`src/rtl/crc_engine.sv`:
```
// crc_engine: parametrised multi-bit-per-cycle CRC coprocessor.
// A start/busy/done engine that absorbs one DATA_W word per transaction, BPC bits per
// clock, using a non-reflected direct (non-augmented) CRC. Words can be chained into
// one message by starting with chain_i=1, which continues from the held register.
module crc_engine #(
   parameter int unsigned       CRC_W     = 8,
   parameter logic [CRC_W-1:0]  POLY      = 8'h07,
   parameter int unsigned       DATA_W    = 16,
   parameter int unsigned       BPC       = 1,
   parameter bit                LSB_FIRST = 1'b0,
   parameter logic [CRC_W-1:0]  XOR_OUT   = '0
) (
   input  logic              clk_i,
   input  logic              rst_i,
   input  logic              start_i,
   input  logic              chain_i,
   input  logic [DATA_W-1:0] data_i,
   input  logic [CRC_W-1:0]  init_i,
   output logic              busy_o,
   output logic              done_o,
   output logic [CRC_W-1:0]  crc_o
);

   localparam int unsigned STEPS = DATA_W / BPC;
   localparam int unsigned CNT_W = (STEPS > 1) ? $clog2(STEPS) : 1;

   if ((BPC == 0) || (DATA_W % BPC != 0)) begin : g_bad_bpc
      $error("crc_engine: BPC must divide DATA_W");
   end
   if ((CRC_W < 2) || (CRC_W > 32)) begin : g_bad_crc_w
      $error("crc_engine: CRC_W must be in 2..32");
   end

   typedef enum logic [1:0] {StIdle, StCalc, StDone} state_e;

   state_e             r_state;
   state_e             w_state_next;
   logic [CRC_W-1:0]   r_crc;
   logic [CRC_W-1:0]   w_crc_next;
   logic [DATA_W-1:0]  r_shift;
   logic [DATA_W-1:0]  w_shift_next;
   logic [CNT_W-1:0]   r_cnt;
   logic               w_last;

   assign w_last = (r_cnt == CNT_W'(STEPS - 1));

   // State register with synchronous reset; reset also aborts a running transaction.
   always_ff @(posedge clk_i) begin
      if (rst_i) begin
         r_state <= StIdle;
      end else begin
         r_state <= w_state_next;
      end
   end

   // Next-state logic: start is only honoured in idle, so it never queues.
   always_comb begin
      w_state_next = r_state;
      unique case (r_state)
         StIdle:  if (start_i) w_state_next = StCalc;
         StCalc:  if (w_last)  w_state_next = StDone;
         StDone:  w_state_next = StIdle;
         default: w_state_next = StIdle;
      endcase
   end

   // Outputs decoded from state; crc_o is combinational from the register.
   always_comb begin
      busy_o = (r_state == StCalc);
      done_o = (r_state == StDone);
      crc_o  = r_crc ^ XOR_OUT;
   end

   // BPC chained single-bit CRC iterations in one cycle, taking bits in feed order.
   always_comb begin
      logic [CRC_W-1:0] v_crc;
      logic             v_bit;
      logic             v_fb;
      v_crc = r_crc;
      for (int i = 0; i < BPC; i++) begin
         v_bit = LSB_FIRST ? r_shift[i] : r_shift[DATA_W-1-i];
         v_fb  = v_crc[CRC_W-1] ^ v_bit;
         v_crc = {v_crc[CRC_W-2:0], 1'b0} ^ (v_fb ? POLY : '0);
      end
      w_crc_next   = v_crc;
      w_shift_next = LSB_FIRST ? (r_shift >> BPC) : (r_shift << BPC);
   end

   // Datapath: capture on accepted start, advance in CALC, hold otherwise (enables chaining).
   always_ff @(posedge clk_i) begin
      if (rst_i) begin
         r_crc   <= init_i;
         r_shift <= '0;
         r_cnt   <= '0;
      end else begin
         unique case (r_state)
            StIdle: begin
               if (start_i) begin
                  r_shift <= data_i;
                  r_cnt   <= '0;
                  if (!chain_i) r_crc <= init_i;
               end
            end
            StCalc: begin
               r_crc   <= w_crc_next;
               r_shift <= w_shift_next;
               r_cnt   <= r_cnt + CNT_W'(1);
            end
            default: ;
         endcase
      end
   end

endmodule

```
`config.mk`:
```
export PLATFORM = sky130hd
export DESIGN_NAME = crc_engine
export DESIGN_NICKNAME = d
export VERILOG_FILES = /design/src/rtl/crc_engine.sv
export SDC_FILE = /design/constraint.sdc
export NUM_CORES = 1
export LEC_CHECK = 0
export ABC_CLOCK_PERIOD_IN_PS = 3300
export BUFFER_PORTS_ARGS = -buffer_cell sky130_fd_sc_hd__buf_2
export CORE_MARGIN = 4
export CORE_UTILIZATION = 49
export DETAILED_ROUTE_END_ITERATION = 8
export PLACE_DENSITY_LB_ADDON = 0.25
export SYNTH_ARGS = -nofsm -noshare
export SYNTH_HDL_FRONTEND = slang
export SYNTH_SLANG_ARGS = --single-unit
```
`constraint.sdc`:
```
create_clock -name clk_i -period 3.3 [get_ports clk_i]
set_input_delay 0.33 -clock clk_i [delete_from_list [all_inputs] [get_ports clk_i]]
set_output_delay 0.33 -clock clk_i [all_outputs]
set_load 0.005 [all_outputs]
```
## Word level (Yosys, flattened, before mapping)

Cells that the tools add are included.

- Register bits after elaboration: 30
- Bits in latches: 0
- Memory bits (writable): 0
- Memory bits (read-only): 0
- Bits of input ports: 28
- Logic and storage cells: 32
- Memories: 0

- $add $sub $neg: 1
- Multiply operators: 0
- Div/mod/pow operators: 0
- Magnitude comparators: 0
- Eq/ne operators: 7
- Shift-type cells: 0
- Multiplexer cells: 12
- Bitwise gates (word level): 2
- Reduce and logical (&&, ||, !) cells: 6

Operator list:

| kind | number |
|---|---|
| one-hot mux 16 bit (2 select lines) | 1 |
| 2-to-1 mux 8 bit | 3 |
| 2-to-1 mux 16 bit | 1 |
| one-hot mux 8 bit (2 select lines) | 1 |
| one-hot mux 4 bit (2 select lines) | 1 |
| bitwise XOR 8 x 3 -> 8 bit | 1 |
| != test 3 bit, second input constant | 2 |
| adder 4 x 1 -> 4 bit, second input constant | 1 |
| equality test 4 bit, second input constant | 1 |
| 2-to-1 mux 2 bit | 2 |
| 2-to-1 mux 4 bit | 1 |
| one-hot mux 2 bit (2 select lines) | 1 |
| AND reduction 2 bit | 2 |
| 2-to-1 mux 3 bit | 1 |
| AND reduction 3 bit | 1 |
| nonzero test 3 bit | 1 |
| equality test 2 x 1 -> 1 bit, second input constant | 1 |
| equality test 2 bit, second input constant | 1 |
| logical NOT 2 bit | 1 |
| != test 2 x 1 -> 1 bit, second input constant | 1 |
| != test 2 bit, second input constant | 1 |
| nonzero test 2 bit | 1 |
| bitwise XOR 1 bit | 1 |

## Depth between registers and ports, before layout

Gate-level depths: netlist of the first run.

- Depth after elaboration: 5
- Mapped depth: 7

## Worst setup path after synthesis of the first run

Ideal clock, no wire load.

- Path type: reg-to-reg
- Start: register r_state[0]
- End: register r_crc[0], in the netlist crc_o[0], data pin
- Arrival time: 1101 ps
- Required time: 3040 ps
- Setup slack: 1940 ps
- Cell stages (with the launch flop): 6
- Path buffers: 2
- Clock period less this slack: 1360 ps
- Path through: dfxtp_1 -> buf_6 -> nand2b_1 -> buf_6 -> nor2_8 -> mux2_2

- Cells in the longest elaborated chain, start to end: 3
- Elaborated cells on any way between the ends: 4
- Classes of those cells: 1 x eq/ne; 2 x mux; 1 x reduce/logical

RTL lines:

| what | line | text |
|---|---|---|
| start: declaration | 36 | `state_e r_state;` |
| start signal: assignment | 50 | `r_state <= StIdle;` |
| start signal: assignment | 52 | `r_state <= w_state_next;` |
| equality test 2 x 1 -> 1 bit / logical NOT 2 bit (equally long branches) | 96 | `unique case (r_state)` |
| one-hot mux 8 bit (2 select lines) * | 96 |  |
| 2-to-1 mux 8 bit * | 91 | `if (rst_i) begin` |
| end signal: assignment | 92 | `r_crc <= init_i;` |
| end signal: assignment | 101 | `if (!chain_i) r_crc <= init_i;` |
| end signal: assignment | 105 | `r_crc <= w_crc_next;` |
| end: declaration | 38 | `logic [CRC_W-1:0] r_crc;` |

Mark *: on every way between the ends. The rest lies on a longest branch, timed or not.
A chain may end at the register's enable or synchronous reset.

## Worst setup path in the final report of the first run

- Start: register r_state[0]
- End: output port busy_o

- Cells in the longest elaborated chain, start to end: 1

RTL lines:

| what | line | text |
|---|---|---|
| equality test 2 x 1 -> 1 bit | 69 | `busy_o = (r_state == StCalc);` |
| end: declaration | 19 | `output logic busy_o,` |

Every way passes these cells.

==> results.toml, run 1 <==
[run_status]
status = "complete, no violations"

[floorplan]
ios = 38
die_h_um = 62.68
rows = 19
core_um2 = 2805
die_area_um2 = 3929
fp.dieW_um = 62.68
initial_core_util_pct = 52.23

[logic_synthesis]
synth_top_area_cell = "dfxtp_1"
synthTopCellsByArea = "dfxtp_1, edfxtp_1, a211oi_2, mux2_2, nor2_1"
netlist.area_leader.share_pct = 30.06
netlist_area_um2 = 1465
synth_xor_xnor_area_share_pct = 1.793
synth_mux_area_share_pct = 6.149
synth_fa_ha_area_share_pct = 0.8540
syn_nets = 168
ys_seq_area_share_pct = 46.46
synth-compound-area-share_pct = 23.74
synth_edf_count = 8
synthTopCellsByCount = "dfxtp_1, nor2_1, nand2_1"
synth_warnings = 0
synth-simple-area-share_pct = 14.60
syn_inst = 139
ys_seq_elements = 30
synth.most_common_cell = "dfxtp_1"
synth_top_family_by_area = "compound AO/OA/AOI/OAI gates"
avgSynthCellArea_um2 = 10.54
synthArstFlopShare_pct = 0
synth_cell_types = 34
ys.flop_type = "dfxtp_1"

[power_and_ir_drop]
powerDensity_nw_per_um2 = 473.6
p_leak_nw = 0.7190
irDropWorstVdd_mv = 0.3090

[route]
wire_per_inst_um = 14.34
drt_iter0_drc = 61
via_per_inst = 5.490
drtPass1Iterations = 4
drcViolationCount = 0
antenna_left = 0
vias = 1131
drt-total-wl_um = 2955

[finish]
syn_to_final_growth_pct = 13.83
num_antenna_cells = 0
drive_gt1_share_pct = 41.14
stdcell_count = 206
multi_input_area_um2 = 690.7
fillerInstances = 268
final_nets = 203
seqCellArea_um2 = 680.7

[global_routing]
grt_pass1_wl_um = 4954
antenna_found_initial = 0
grt_start_max_net_pins = 24
overflow = 0
track_usage_pct = 16.01
first_global_vias = 1087

[hold_path]
min_path_cells = 3
hp-class = "in -> reg"

[clock_tree]
cts-htree-levels = 2
cts_tree = "done"
clkTransAtPathRegs_ps = 90
cts_buffers = 5
holdBufCountCts = 0
cts-root-buf = "clkbuf_4"
clk_latency_ps = 340
cts_resized = 0
cts.sinks = 30
post_cts_buffers = 0
clock_path_buffers = 2

[placed_design]
portBuffers = 37
dp_hpwl_um = 2076
gp_congestion = 0.6944
dp_cells = 198

[critical_path]
slowest_stage = "nand2b_1"
start_kind = "flop"
arrival_ps = 2000
end_kind = "output pin"
required_ps = 2970
max_stage_delay_ps = 580
cp_top_family = "simple AND/OR/NAND/NOR gates"
r2r_cells = 3
cp.depth = 3
path_buf_inv = 2
critPathKind = "reg -> out"
crit_chain = "nand2b_1 > inv_6 > buf_2"
critPathMaxFanout = 19

[timing]
finalCriticalPeriod_ps = 2333
timing.final.crit_share_pct = 70.69
finClkSkew_ps = 13.56
hold_viol = 0
worst_pin_slew_ps = 966.7
rsz0062_at_grt = "no"
max_slew_margin_pct = 35.55
tns_ps = 0
drv_slew = 0
setup_viol = 0
fmax_ghz = 0.4287

[flow_run]
cap_violations = 0
-- worst min-delay path: stages --
cell	delay [ps]
buf_2	90
nand2_1	50
a211oi_1	50
-- report_power, final --
group | leakage [nW] | internal [mW] | total, mW | switching, mW
Combinational | 0.421 | 0.0595 | 0.131 | 0.0717
Clock | 0.0353 | 0.103 | 0.230 | 0.126
Sequential | 0.263 | 0.410 | 0.429 | 0.0190
-- cell families after synthesis --
family          count (synthesis)
simple gates                   46
buf+inv                        11
flops                          30
mux                             8
compound gates                 40
fa+ha+maj                       1
xor+xnor                        3
-- worst paths after layout --
path                   start          to  slack, ps
hold reg to reg   r_shift[4]  r_shift[4]        510
setup reg to reg  r_state[0]    crc_o[0]       1200
setup / recovery  r_state[0]      busy_o        970
hold / removal     data_i[2]  r_shift[2]        230
-- cells in the final DEF, fill, tap and decap left out, drive strengths merged, types with 2 or more instances in the layout --
cell     n
a211oi  16
xor2     3
buf     37
o21bai   2
dfxtp   22
edfxtp   8
nand2b   2
nor3     2
nand2   15
nor2    20
nand3    2
inv      2
clkbuf   7
mux2     8
a21oi   17
-- through the flow --
step	instance area (um^2)	hold slack, ps	worst slack [ps]	utilization [%]	total power, mW
6_report	1668	234.3	967.1	59.46	0.7900
5_1_grt	1668	228.8	832.2	59.46	0.8311
4_1_cts	1668	228.4	944.6	59.46	0.7975
3_5_place_dp	1608	491.6	1201	57.31	0.5704
3_3_place_gp	1608	486.9	1315	57.31	0.5620
2_1_floorplan	1465	408.0	1940	-	0.5338
-- flip-flops by register name (all words and copies together), names as in the netlist --
name / flops
r_shift: 16
crc_o: 8
r_cnt: 4
r_state: 2
-- layout make-up --
cell class	instances	area share, %
Tap cell	31	2.326
Timing Repair Buffer	37	11.10
Clock inverter	1	0.3001
Clock buffer	7	3.301
Inverter	2	0.7502
Sequential cell	30	40.81
Multi-Input combinational cell	98	41.41
-- metal layers --
metal | global-route usage, % | up-vias | part of all wire, %
li1 | - | 565 | -
met2 | 25.70 | 35 | 48
met1 | 18.79 | 526 | 43
met5 | 0 | - | 0
met4 | 9.091 | 0 | 1.6
met3 | 5.036 | 5 | 7.3
No activity file was read; power rests on OpenSTA's default activity.
==> run 2: changes to the inputs <==
Settings changed: ABC_CLOCK_PERIOD_IN_PS 3300 to 2340.
Clock period 3.3 ns to 2.34 ns, I/O delays scaled along.
==> run 2 against run 1 <==
Effect of this change:
- setup slack worse by 510 ps
- via count hardly changed
- largest cell class unchanged
- critical path depth grew 1
- power up 34%
- routed wire length down 9.8%
- sequential share of layout area rose by 0.18 points
- final cell count did not move
- register-to-register slack lost 460 ps
==> results.toml, run 2 (synthesized netlist as in run 1, its figures left out) <==
[floorplan]
rows = 19
fp.dieW_um = 62.68
ios = 38
initial_core_util_pct = 52.23
die_h_um = 62.68
core_um2 = 2805
die_area_um2 = 3929

[route]
via_per_inst = 5.485
drt-total-wl_um = 2666
drcViolationCount = 0
wire_per_inst_um = 12.94
drtPass1Iterations = 5
drt_iter0_drc = 52
antenna_left = 0
vias = 1130

[finish]
syn_to_final_growth_pct = 13.32
top_register = "r_shift"
num_antenna_cells = 0
drive_gt1_share_pct = 40.57
final_cell_mix = "buf_2, dfxtp_1, nor2_1"
stdcell_count = 206
largest_register_ffs = 16
fillerInstances = 252
fin_util_pct = 59.19
final_common_cell = "buf_2"
fin_area_um2 = 1660
final_nets = 204

[clock_tree]
clock_path_buffers = 2
cts-htree-levels = 2
holdBufCountCts = 0
post_cts_buffers = 0
clk_latency_ps = 320
clkTransAtPathRegs_ps = 90
cts.sinks = 30
cts-root-buf = "clkbuf_4"
cts_resized = 0
cts_tree = "done"
cts_buffers = 5

[power_and_ir_drop]
powerDensity_nw_per_um2 = 638.7
irDropWorstVdd_mv = 0.3682
power.total_mw = 1.060
p_leak_nw = 0.7137

[hold_path]
hp-class = "in -> reg"
min_path_cells = 3

[global_routing]
overflow = 0
antenna_found_initial = 0
grt_pass1_wl_um = 4698
grt_start_max_net_pins = 24
first_global_vias = 1108
track_usage_pct = 15.12
grt-busiest-layer = "met2"
grt_use_met1_pct = 17.17
globalRouteMet2Util_pct = 24.37
use_met3_pct = 5.755

[critical_path]
arrival_ps = 1650
critPathMaxFanout = 19
required_ps = 2110
start_kind = "flop"
r2r_cells = 5
critPathKind = "reg -> out"
end_kind = "output pin"

[timing]
worst_pin_slew_ps = 689.2
fmax_ghz = 0.5314
rsz0062_at_grt = "no"
timing.final.crit_share_pct = 80.42
setup_viol = 0
max_slew_margin_pct = 53.96
hold_viol = 0
finalCriticalPeriod_ps = 1882
tns_ps = 0
finClkSkew_ps = 6.783
drv_slew = 0

[flow_run]
cap_violations = 0

[placed_design]
dp_hpwl_um = 1869
placed_cell_area_um2 = 1615
dp_cells = 199
gp_congestion = 0.6734
portBuffers = 37

[run_status]
status = "complete, no violations"
-- run 2: changes by cell type in the layout (fill, tap and decap cells not counted) --
cell and delta:
clkbuf_8 -1, clkbuf_1 +1, clkinv_2 -1, buf_4 +1
-- run 2: final timing paths --
kind / endpoint / start / slack (ps)
worst max-delay path: busy_o / r_state[0] / 460
worst min-delay path: r_shift[2] / data_i[2] / 150
worst max register to register: r_shift[8] / r_state[0] / 740
worst min register to register: r_shift[14] / r_shift[14] / 510
-- run 2: report_power, final --
group / internal (mW) / switching, mW
registers: 0.579 / 0.0270
logic: 0.0849 / 0.0976
clock network: 0.113 / 0.159
total: 0.776 / 0.284
-- run 2: layout make-up --
type	instances	area, um^2	area share [%]
sequential	30	680.7	40.99
timing repair buffer	38	192.7	11.61
clock buffer	7	45.04	2.713
inverter	2	12.51	0.7536
tap	31	38.79	2.336
multi-input combinational	98	690.7	41.60
-- run 2: per-stage QoR --
stage          hold slack, ps  worst slack, ps
6_report                145.6            458.1
5_1_grt                 149.2            337.8
4_1_cts                 141.6            453.9
3_5_place_dp            494.6            747.4
3_3_place_gp            481.5            834.6
2_1_floorplan           312.0            979.6
-- run 2: layer usage --
| metal | wire length [um] | part of all wire [%] |
|---|---|---|
| met1 | 1149 | 43 |
| met2 | 1254 | 47 |
| met3 | 199 | 7.5 |
| met4 | 63 | 2.4 |
| met5 | 0 | 0 |
-- run 2: critical path: stages (launching register included) --
cell      delay [ps]
dfxtp_1          530
nand2b_1         220
buf_4            260
inv_6            170
buf_2            140
==> run 3: changes to the inputs <==
Settings changed: ABC_CLOCK_PERIOD_IN_PS 2340 to 1700, CORE_UTILIZATION 49 to 46.
Clock period 2.34 ns to 1.7 ns, I/O delays scaled along.
==> run 3 against run 2 <==
Effect of this change:
- non-clock buffer count rose by 5
- die area up 5.7%
- register-to-register slack worse by 460 ps
- sequential cell count unchanged
==> results.toml, run 3 (synthesized netlist as in run 1, its figures left out) <==
[critical_path]
critPathKind = "reg -> out"
critPathMaxFanout = 19
end_kind = "output pin"
startpoint = "r_state[1]"
r2r_cells = 4
required_ps = 1530
arrival_ps = 1390
r2r-start = "r_state[0]"
start_kind = "flop"

[timing]
hold_viol = 0
fmax_ghz = 0.6425
whs_ps = 91.97
tns_ps = 0
setup_viol = 0
fin_ws_ps = 143.5
timing.final.crit_share_pct = 91.56
worst_pin_slew_ps = 496.4
max_slew_margin_pct = 66.82
rsz0062_at_grt = "no"
finalCriticalPeriod_ps = 1556
drv_slew = 0
finClkSkew_ps = 10.34

[global_routing]
antenna_found_initial = 0
first_global_vias = 1182
grt_start_max_net_pins = 20
overflow = 0
track_usage_pct = 15.20
grt_pass1_wl_um = 4926

[floorplan]
rows = 20
fp.dieW_um = 64.44
initial_core_util_pct = 47.99
ios = 38
die_area_um2 = 4152
core_um2 = 3053
die_h_um = 64.44

[clock_tree]
cts-root-buf = "clkbuf_4"
cts-htree-levels = 2
clk_latency_ps = 320
holdBufCountCts = 0
cts.sinks = 30
clkTransAtPathRegs_ps = 80
cts_tree = "done"
clock_path_buffers = 2
cts_buffers = 5

[power_and_ir_drop]
switching_power_uw = 394.7
swShare_pct = 26.61
irDropWorstVdd_mv = 0.5689
internal_power_mw = 1.088
power_frac_seq_pct = 56.0
p_leak_nw = 0.7402
power.total_mw = 1.483
clkPwrFrac_pct = 25.9
p_comb_share_pct = 18.1
powerDensity_nw_per_um2 = 859.6

[placed_design]
dp_hpwl_um = 2060
gp_congestion = 0.7061
placed_cell_area_um2 = 1669
dp_cells = 217
portBuffers = 37
dpl_worst_slack_ps = 203.6

[route]
wire_per_inst_um = 12.57
drtPass1Iterations = 4
drt-total-wl_um = 2829
drcViolationCount = 0
vias = 1172
drt_iter0_drc = 52
antenna_left = 0
via_per_inst = 5.209

[hold_path]
hp-start = "data_i[4]"
min_path_cells = 3
hp-class = "in -> reg"

[finish]
num_antenna_cells = 0
final_cell_mix = "buf_2, dfxtp_1, nor2_1"
fin_util_pct = 56.52
drive_gt1_share_pct = 43.09
stdcell_count = 225
fillerInstances = 310
final_common_cell = "buf_2"
largest_register_ffs = 16
syn_to_final_growth_pct = 17.76
fin_area_um2 = 1725
top_register = "r_shift"
final_nets = 209

[flow_run]
cap_violations = 0

[run_status]
status = "complete, no violations"
[run 3: cell count changes in the layout (fill, tap and decap cells not counted), sizes merged]
cell / change
clkbuf: +1
buf: +5
[run 3: power groups by stage]
stage	registers (mW)	logic (mW)	clock network, mW
floorplan	0.842	0.194	0
global placement	0.844	0.262	0
detailed placement	0.847	0.270	0
CTS	0.831	0.273	0.400
global route	0.840	0.303	0.421
finish	0.830	0.268	0.384
[run 3: final timing paths]
path,end,slack [ps]
worst max-delay path,busy_o,140
worst min register to register,r_cnt[0],510
worst min-delay path,r_shift[4],90
worst max register to register,r_shift[3],280
[run 3: cell type report]
class / count / area [um^2] / area share [%]
multi-input combinational: 98 / 693.2 / 40.17
sequential: 30 / 681.9 / 39.52
timing repair buffer: 43 / 234.0 / 13.56
tap: 44 / 55.05 / 3.191
clock buffer: 8 / 48.80 / 2.828
inverter: 2 / 12.51 / 0.7252
[run 3: per-layer routing]
layer / GRT usage (%) / wire length [um] / vias to the layer above
met1: 17.63 / 1247 / 557
li1: - / - / 578
met3: 4.506 / 150 / 8
met4: 6.332 / 57 / 0
met2: 26.03 / 1374 / 29
met5: 0 / 0 / -
[run 3: timing repair]
action,CTS,global route
endpoints found under the setup margin,1,1
gates resized for setup,1,2
pin swaps,0,0
setup buffers,0,0
[run 3: worst max-delay path: stages (launching register included)]
cell and delay, ps:
dfxtp_2 350, nand2b_2 230, buf_6 190, inv_6 150, buf_2 140
